--- config.mk ---
export PLATFORM = sky130hd
export DESIGN_NAME = lbist_tpg
export DESIGN_NICKNAME = d
export VERILOG_FILES = /design/src/rtl/lbist_tpg.sv
export SDC_FILE = /design/constraint.sdc
export NUM_CORES = 1
export LEC_CHECK = 0
export BUFFER_PORTS_ARGS = -buffer_cell sky130_fd_sc_hd__buf_2
export CORE_AREA = 2 2 39 41
export DETAILED_ROUTE_END_ITERATION = 10
export DIE_AREA = 0 0 41 43
export GPL_TIMING_DRIVEN = 1
export PLACE_DENSITY = 0.71
export SKIP_CTS_REPAIR_TIMING = 1
export SYNTH_ARGS = -nofsm -noshare
export SYNTH_HDL_FRONTEND = slang
export SYNTH_SLANG_ARGS = --single-unit
--- constraint.sdc ---
create_clock -name clk -period 3.1 [get_ports clk]
set_input_delay 0.31 -clock clk [delete_from_list [all_inputs] [get_ports clk]]
set_output_delay 0.31 -clock clk [all_outputs]
set_load 0.005 [all_outputs]
--- src/rtl/lbist_tpg.sv ---
// LBIST pattern generator: Fibonacci LFSR stimulus plus signature address for the ORA.
// Optional LBIST_TPG_DEBRUIJN_EN extends the LFSR to a full de Bruijn cycle including all-zero.
module lbist_tpg #(
    parameter int unsigned         IP_WIDTH     = 4,
    parameter logic [0:IP_WIDTH-1] POLY         = 4'b0011,
    parameter logic [0:IP_WIDTH-1] SEED         = 4'b1000,
    parameter int unsigned         SIG_ADD_BITS = 4,
    parameter int unsigned         PAT_COUNT    = 15
) (
    input  logic                    clk,
    input  logic                    rst_n,
    input  logic                    START,
    input  logic                    HOLD,
    output logic [0:IP_WIDTH-1]     CUT_IP,
    output logic                    PAT_VALID,
    output logic [0:SIG_ADD_BITS-1] IP_SIG_ADD,
    output logic                    BUSY,
    output logic                    DONE
);

    localparam int unsigned      CNT_W    = $clog2(PAT_COUNT + 1);
    localparam logic [CNT_W-1:0] CNT_LAST = CNT_W'(PAT_COUNT - 1);
    localparam logic [CNT_W-1:0] CNT_ONE  = CNT_W'(1);

    typedef enum logic [1:0] {
        ST_IDLE = 2'd0,
        ST_RUN  = 2'd1,
        ST_DONE = 2'd2
    } state_t;

    state_t               state_q, state_d;
    logic [0:IP_WIDTH-1]  lfsr_q, lfsr_d;
    logic [CNT_W-1:0]     cnt_q, cnt_d;
    logic                 valid_q, valid_d;
    logic                 busy_q, busy_d;
    logic                 done_q, done_d;
    logic                 fb_c;
    logic [0:IP_WIDTH-1]  lfsr_step_c;

    // One LFSR step: shift toward the high index, feedback enters at bit 0
    always_comb begin
        fb_c = ^(lfsr_q & POLY);
`ifdef LBIST_TPG_DEBRUIJN_EN
        fb_c = fb_c ^ ~(|lfsr_q[0:IP_WIDTH-2]);
`endif
        lfsr_step_c = {fb_c, lfsr_q[0:IP_WIDTH-2]};
    end

    // Session sequencing
    always_comb begin
        state_d = state_q;
        lfsr_d  = lfsr_q;
        cnt_d   = cnt_q;
        valid_d = valid_q;
        busy_d  = busy_q;
        done_d  = done_q;
        case (state_q)
            ST_IDLE, ST_DONE: begin
                if (START) begin
                    state_d = ST_RUN;
                    lfsr_d  = SEED;
                    cnt_d   = '0;
                    valid_d = 1'b1;
                    busy_d  = 1'b1;
                    done_d  = 1'b0;
                end
            end
            ST_RUN: begin
                if (!HOLD) begin
                    if (cnt_q == CNT_LAST) begin
                        state_d = ST_DONE;
                        valid_d = 1'b0;
                        busy_d  = 1'b0;
                        done_d  = 1'b1;
                    end else begin
                        lfsr_d = lfsr_step_c;
                        cnt_d  = cnt_q + CNT_ONE;
                    end
                end
            end
            default: state_d = ST_IDLE;
        endcase
    end

    always_ff @(posedge clk or negedge rst_n) begin
        if (!rst_n) begin
            state_q <= ST_IDLE;
            lfsr_q  <= SEED;
            cnt_q   <= '0;
            valid_q <= 1'b0;
            busy_q  <= 1'b0;
            done_q  <= 1'b0;
        end else begin
            state_q <= state_d;
            lfsr_q  <= lfsr_d;
            cnt_q   <= cnt_d;
            valid_q <= valid_d;
            busy_q  <= busy_d;
            done_q  <= done_d;
        end
    end

    // Address is the pattern index, wrapping modulo 2^SIG_ADD_BITS
    assign IP_SIG_ADD = SIG_ADD_BITS'(cnt_q);
    assign CUT_IP     = lfsr_q;
    assign PAT_VALID  = valid_q;
    assign BUSY       = busy_q;
    assign DONE       = done_q;

endmodule
# [Word-level counts from Yosys, hierarchy flattened]
# Index checks and enable logic that the tools add are counted.
[totals] register_bits=12 wordCells=40
[op_classes] n_eq_ne=7 mux=20 addsub=1 n_reduce_logical=7
[op_table] operator="2-to-1 mux 4 bit" n=6
[op_table] operator="case mux 4 bit (2 select lines)" n=2
[op_table] operator="!= test 2 bit, second input constant" n=4
[op_table] operator="AND reduction 4 bit" n=2
[op_table] operator="2-to-1 mux 1 bit" n=6
[op_table] operator="2-to-1 mux 2 bit" n=3
[op_table] operator="adder 4 x 1 -> 4 bit, second input constant" n=1
[op_table] operator="== test 4 bit, second input constant" n=1
[op_table] operator="case mux 1 bit (2 select lines)" n=2
[op_table] operator="case mux 2 bit (2 select lines)" n=1
[op_table] operator="XOR reduction 4 bit" n=1
[op_table] operator="AND reduction 3 bit" n=1
[op_table] operator="== test 2 x 1 -> 1 bit, second input constant" n=1
[op_table] operator="== test 2 bit, second input constant" n=1
[op_table] operator="zero test 2 bit" n=1
[op_table] operator="nonzero test 2 bit" n=1
[op_table] operator="OR reduction 2 bit" n=1

# [Longest topological paths before layout]
[logic_depth] ltp_word=4 ltp_mapped=6 depth_no_buf=5

# [Worst setup path after synthesis]
# Ideal clock, no wire load.
[synth_timing] kind="reg2reg" from="register cnt_q[0], in the netlist IP_SIG_ADD[3]" to="register cnt_q[3], in the netlist IP_SIG_ADD[0]" period_less_slack_ps=1449 t_arrival_ps=1316 setup_ps=133 required_time_ps=2967 setup_slack_ps=1651 stages_incl_launch_ff=7 path_cell_list="dfrtp_1 inv_1 ha_1 and3_1 clkbuf_1 o311ai_2 o31ai_1"
[synth_between] elab_chain_len=4 elab_cells_between_ends=7
[synth_rtl] element="start: declaration" line_no="33" text="logic [CNT_W-1:0] cnt_q, cnt_d;"
[synth_rtl] element="start signal: assignment" line_no="96" text="cnt_q <= cnt_d;"
[synth_rtl] element="adder 4 x 1 -> 4 bit" line_no="77" text="cnt_d = cnt_q + CNT_ONE;"
[synth_rtl] element="2-to-1 mux 4 bit" line_no="70" text="if (cnt_q == CNT_LAST) begin"
[synth_rtl] element="2-to-1 mux 4 bit" line_no="69" text="if (!HOLD) begin"
[synth_rtl] element="case mux 4 bit (2 select lines)" line_no="57" text="case (state_q)"
# Several ways; a longest one is shown, not always the timed one. The select of a mux whose other input is x is not followed.
# A chain may end at the register's enable or synchronous reset.

# [Worst setup path in the final report]
[layout_timing] from="register cnt_q[0], in the netlist IP_SIG_ADD[3]" to="register lfsr_q, in the netlist CUT_IP[3]"
[layout_between] elab_chain_len=3
[layout_rtl] element="== test 4 bit" line_no="70"
[layout_rtl] element="!= test 2 bit (no source line)"
[layout_rtl] element="AND reduction 4 bit (no source line)"
[layout_rtl] element="end signal: assignment" line_no="95" text="lfsr_q <= lfsr_d;"
[layout_rtl] element="end: declaration" line_no="32" text="logic [0:IP_WIDTH-1] lfsr_q, lfsr_d;"
# No other way between the ends.

==> impl_metrics.py <==
metrics = {
    "routing": {
        "routed.top_layer": "met4",
        "route.detailed.drc": 0,
        "wire_per_inst_um": 13.1,
        "vias": 488,
        "viasPerCell": 5.42,
        "dr_wl_met2_um": 557,
        "finalWirelength_um": 1180,
        "dr.first_iter.drc_count": 12,
        "wl_met1_um": 564,
        "firstDrtPassIters": 4,
        "ant_nets": 0,
        "route.met3.wl_um": 47,
    },
    "timing": {
        "report.final.slew_viol_count": 0,
        "worst_pin_slew_ns": 0.367,
        "min_period_ns": 1.53,
        "setup_viol": 0,
        "maxSlewHeadroom": 0.755,
        "setup_tns_ns": 0,
        "fin_crit_sh": 0.493,
        "skew_ns": 0.00552,
        "max_clock_freq_mhz": 655,
        "rsz0062_at_grt": "no",
        "finalHoldViolCount": 0,
    },
    "worst_setup_path": {
        "reg2regPathDepth": 5,
        "arrival_ns": 1.68,
        "reg2reg_slack_ns": 1.57,
        "cp_slowest_cell": "dfrtp_1",
        "regToRegStartpoint": "IP_SIG_ADD[3]$_DFFE_PN0P_",
        "cp.required_ns": 3.26,
        "crit_path_start": "IP_SIG_ADD[3]$_DFFE_PN0P_",
        "worstSetupEndpointType": "register",
        "max_stage_delay_ns": 0.42,
        "crit_chain": "inv_1, ha_1, nand3_1, nand2_1, a221o_1",
        "cp-endpoint": "CUT_IP[3]$_DFFE_PN0P_",
        "worstPathMaxFanout": 7,
        "r2r-end": "CUT_IP[3]$_DFFE_PN0P_",
        "start_kind": "register",
        "timing.setup.critical_path_class": "register to register",
    },
    "power": {
        "peakVddDrop_v": 0.000348,
        "finalPower_uw": 672,
        "power.leakage_uw": 0.000361,
        "power_density_nw_per_um2": 915,
    },
    "cts": {
        "clock_latency_ns": 0.28,
        "cts.sinks": 12,
        "cts-buffers-inserted": 3,
        "h-tree-depth": 1,
        "cts_tree": "yes",
        "clockBufferDepth": 2,
        "clk_pin_slew_ns": 0.08,
        "cts_root_buffer": "clkbuf_4",
    },
    "place": {
        "dp_hpwl_um": 864,
        "port_buffers": 14,
        "placed_area_um2": 698,
        "gp_congestion": 0.775,
        "dp_cells": 85,
    },
    "grt": {
        "grt_max_degree": 13,
        "grt_overflow": 0,
        "grt_pass1_wl_um": 2030,
        "grt_pass1_vias": 454,
        "track_usage": 0.178,
        "antenna_found_initial": 0,
    },
    "yosys": {
        "synth_cell_types": 27,
        "synth-seq-cells": 12,
        "synth_top_family_by_area": "simple AND/OR/NAND/NOR gates",
        "seq_area_frac_synth": 0.487,
        "synthTopCellsByArea": "dfrtp_1 44%, a221o_1 4.8%, dfstp_2 4.2%",
        "synth-compound-area-share": 0.194,
        "yosys.area_share.adder": 0.0404,
        "syn_nets": 63,
        "postSynthAreaPerCell_um2": 10.9,
        "synth_top_area_share": 0.444,
        "yosys.area_share.simple": 0.212,
        "yosys_warnings": 0,
        "synthXorXnorAreaFrac": 0.0141,
        "synth_edf_count": 0,
        "async_reset_ff_frac": 1.00,
        "yosysTopAreaCell": "dfrtp_1",
        "syn_inst": 57,
        "yosys_most_used_dff": "dfrtp_1",
        "muxShareOfSynthArea": 0.0162,
        "synth.most_common_cell": "dfrtp_1",
        "synth_area_um2": 619,
    },
    "finish": {
        "multi_input_area_um2": 295,
        "final_layout_size_suffix_gt1_frac": 0.284,
        "diodes": 0,
        "finalNetCount": 81,
        "synthToLayoutAreaGrowth_pct": 18.6,
        "final_area_um2": 734,
        "seqCellArea_um2": 302,
        "fillCellCount": 133,
        "instances_no_fill": 90,
    },
    "run": {
        "cap_violations": 0,
    },
    "floorplan": {
        "die_w_um": 41,
        "die_area_um2": 1760,
        "core-area_um2": 1380,
        "start_util": 0.448,
        "num_rows": 14,
        "die_y_um": 43,
        "io_pins": 15,
    },
    "outcome": {
        "status": "finished, final reports clean",
    },
    "min_path": {
        "min_path_type": "input port to register",
    },
}
flip-flops by register name, summed over array words and instances (netlist names):
| name | cells |
|---|---|
| CUT_IP | 4 |
| IP_SIG_ADD | 4 |
| state_q | 2 |
| BUSY | 1 |
| DONE | 1 |
critical path: cells and delay by family, from the launching register on:
kind                       cells  cell delay, ns
buffers and inverters          1            0.06
and+or+nand+nor                2            0.35
DFF                            1            0.42
AOI/OAI and AO/OA              1            0.37
adders and majority gates      1            0.20
cell type report:
class | count | share of cell area
Clock buffer | 4 | 0.0358
Inverter | 3 | 0.0153
Multi-Input combinational cell | 40 | 0.402
Sequential cell | 12 | 0.411
Tap cell | 16 | 0.0273
Timing Repair Buffer | 15 | 0.109
routing by layer:
metal,GRT usage,vias to the layer above
met1,0.238,229
met5,0,-
met2,0.231,11
met4,0.100,0
met3,0.0785,2
li1,-,246
layout by cell type, fill, tap and decap left out, drive strengths merged, types with 2 or more instances in the layout:
master	count
a21o	2
a21oi	2
a221o	3
and2	3
buf	14
clkbuf	4
dfrtp	11
ha	2
inv	3
nand2	2
nand2b	2
nand3	3
nor2	3
nor4	2
nor4b	2
o211ai	2
o21ai	2
o31ai	2
stage by stage:
stage / utilization / worst slack, ns / hold slack, ns
6_report: 0.531 / 1.57 / 0.361
5_1_grt: 0.531 / 1.44 / 0.365
4_1_cts: 0.524 / 1.56 / -0.0960
3_5_place_dp: 0.505 / 1.58 / 0.203
3_3_place_gp: 0.505 / 1.62 / 0.199
2_1_floorplan: - / 1.65 / 0.0144
where the power goes:
group / switching, uW / internal, uW / leakage [uW]
combinational: 120 / 148 / 0.000204
clock: 53.0 / 49.9 / 0.0000150
sequential: 72.2 / 229 / 0.000142
total: 245 / 427 / 0.000361
worst min path at each step:
stage | slack [ns] | from | to | cells past startpoint
global route | 0.37 | START | state_q[1]$_DFFE_PN0P_ | 3
floorplan | 0.01 | rst_n | BUSY$_DFFE_PN0P_ | 0
finish | 0.36 | START | state_q[1]$_DFFE_PN0P_ | 3
detailed placement | 0.20 | rst_n | IP_SIG_ADD[0]$_DFFE_PN0P_ | 1
global placement | 0.20 | rst_n | IP_SIG_ADD[1]$_DFFE_PN0P_ | 1
CTS | -0.1 | rst_n | IP_SIG_ADD[0]$_DFFE_PN0P_ | 1
logic make-up (layout without fill, tap and decap cells):
logic type	Yosys count	after routing
AOI/OAI and AO/OA	15	15
buffers and inverters	5	22
muxes	1	1
adders and majority gates	2	2
and+or+nand+nor	21	21
xor gates and xnor gates	1	1
DFF	12	12
(Power assumes the default switching activity.)
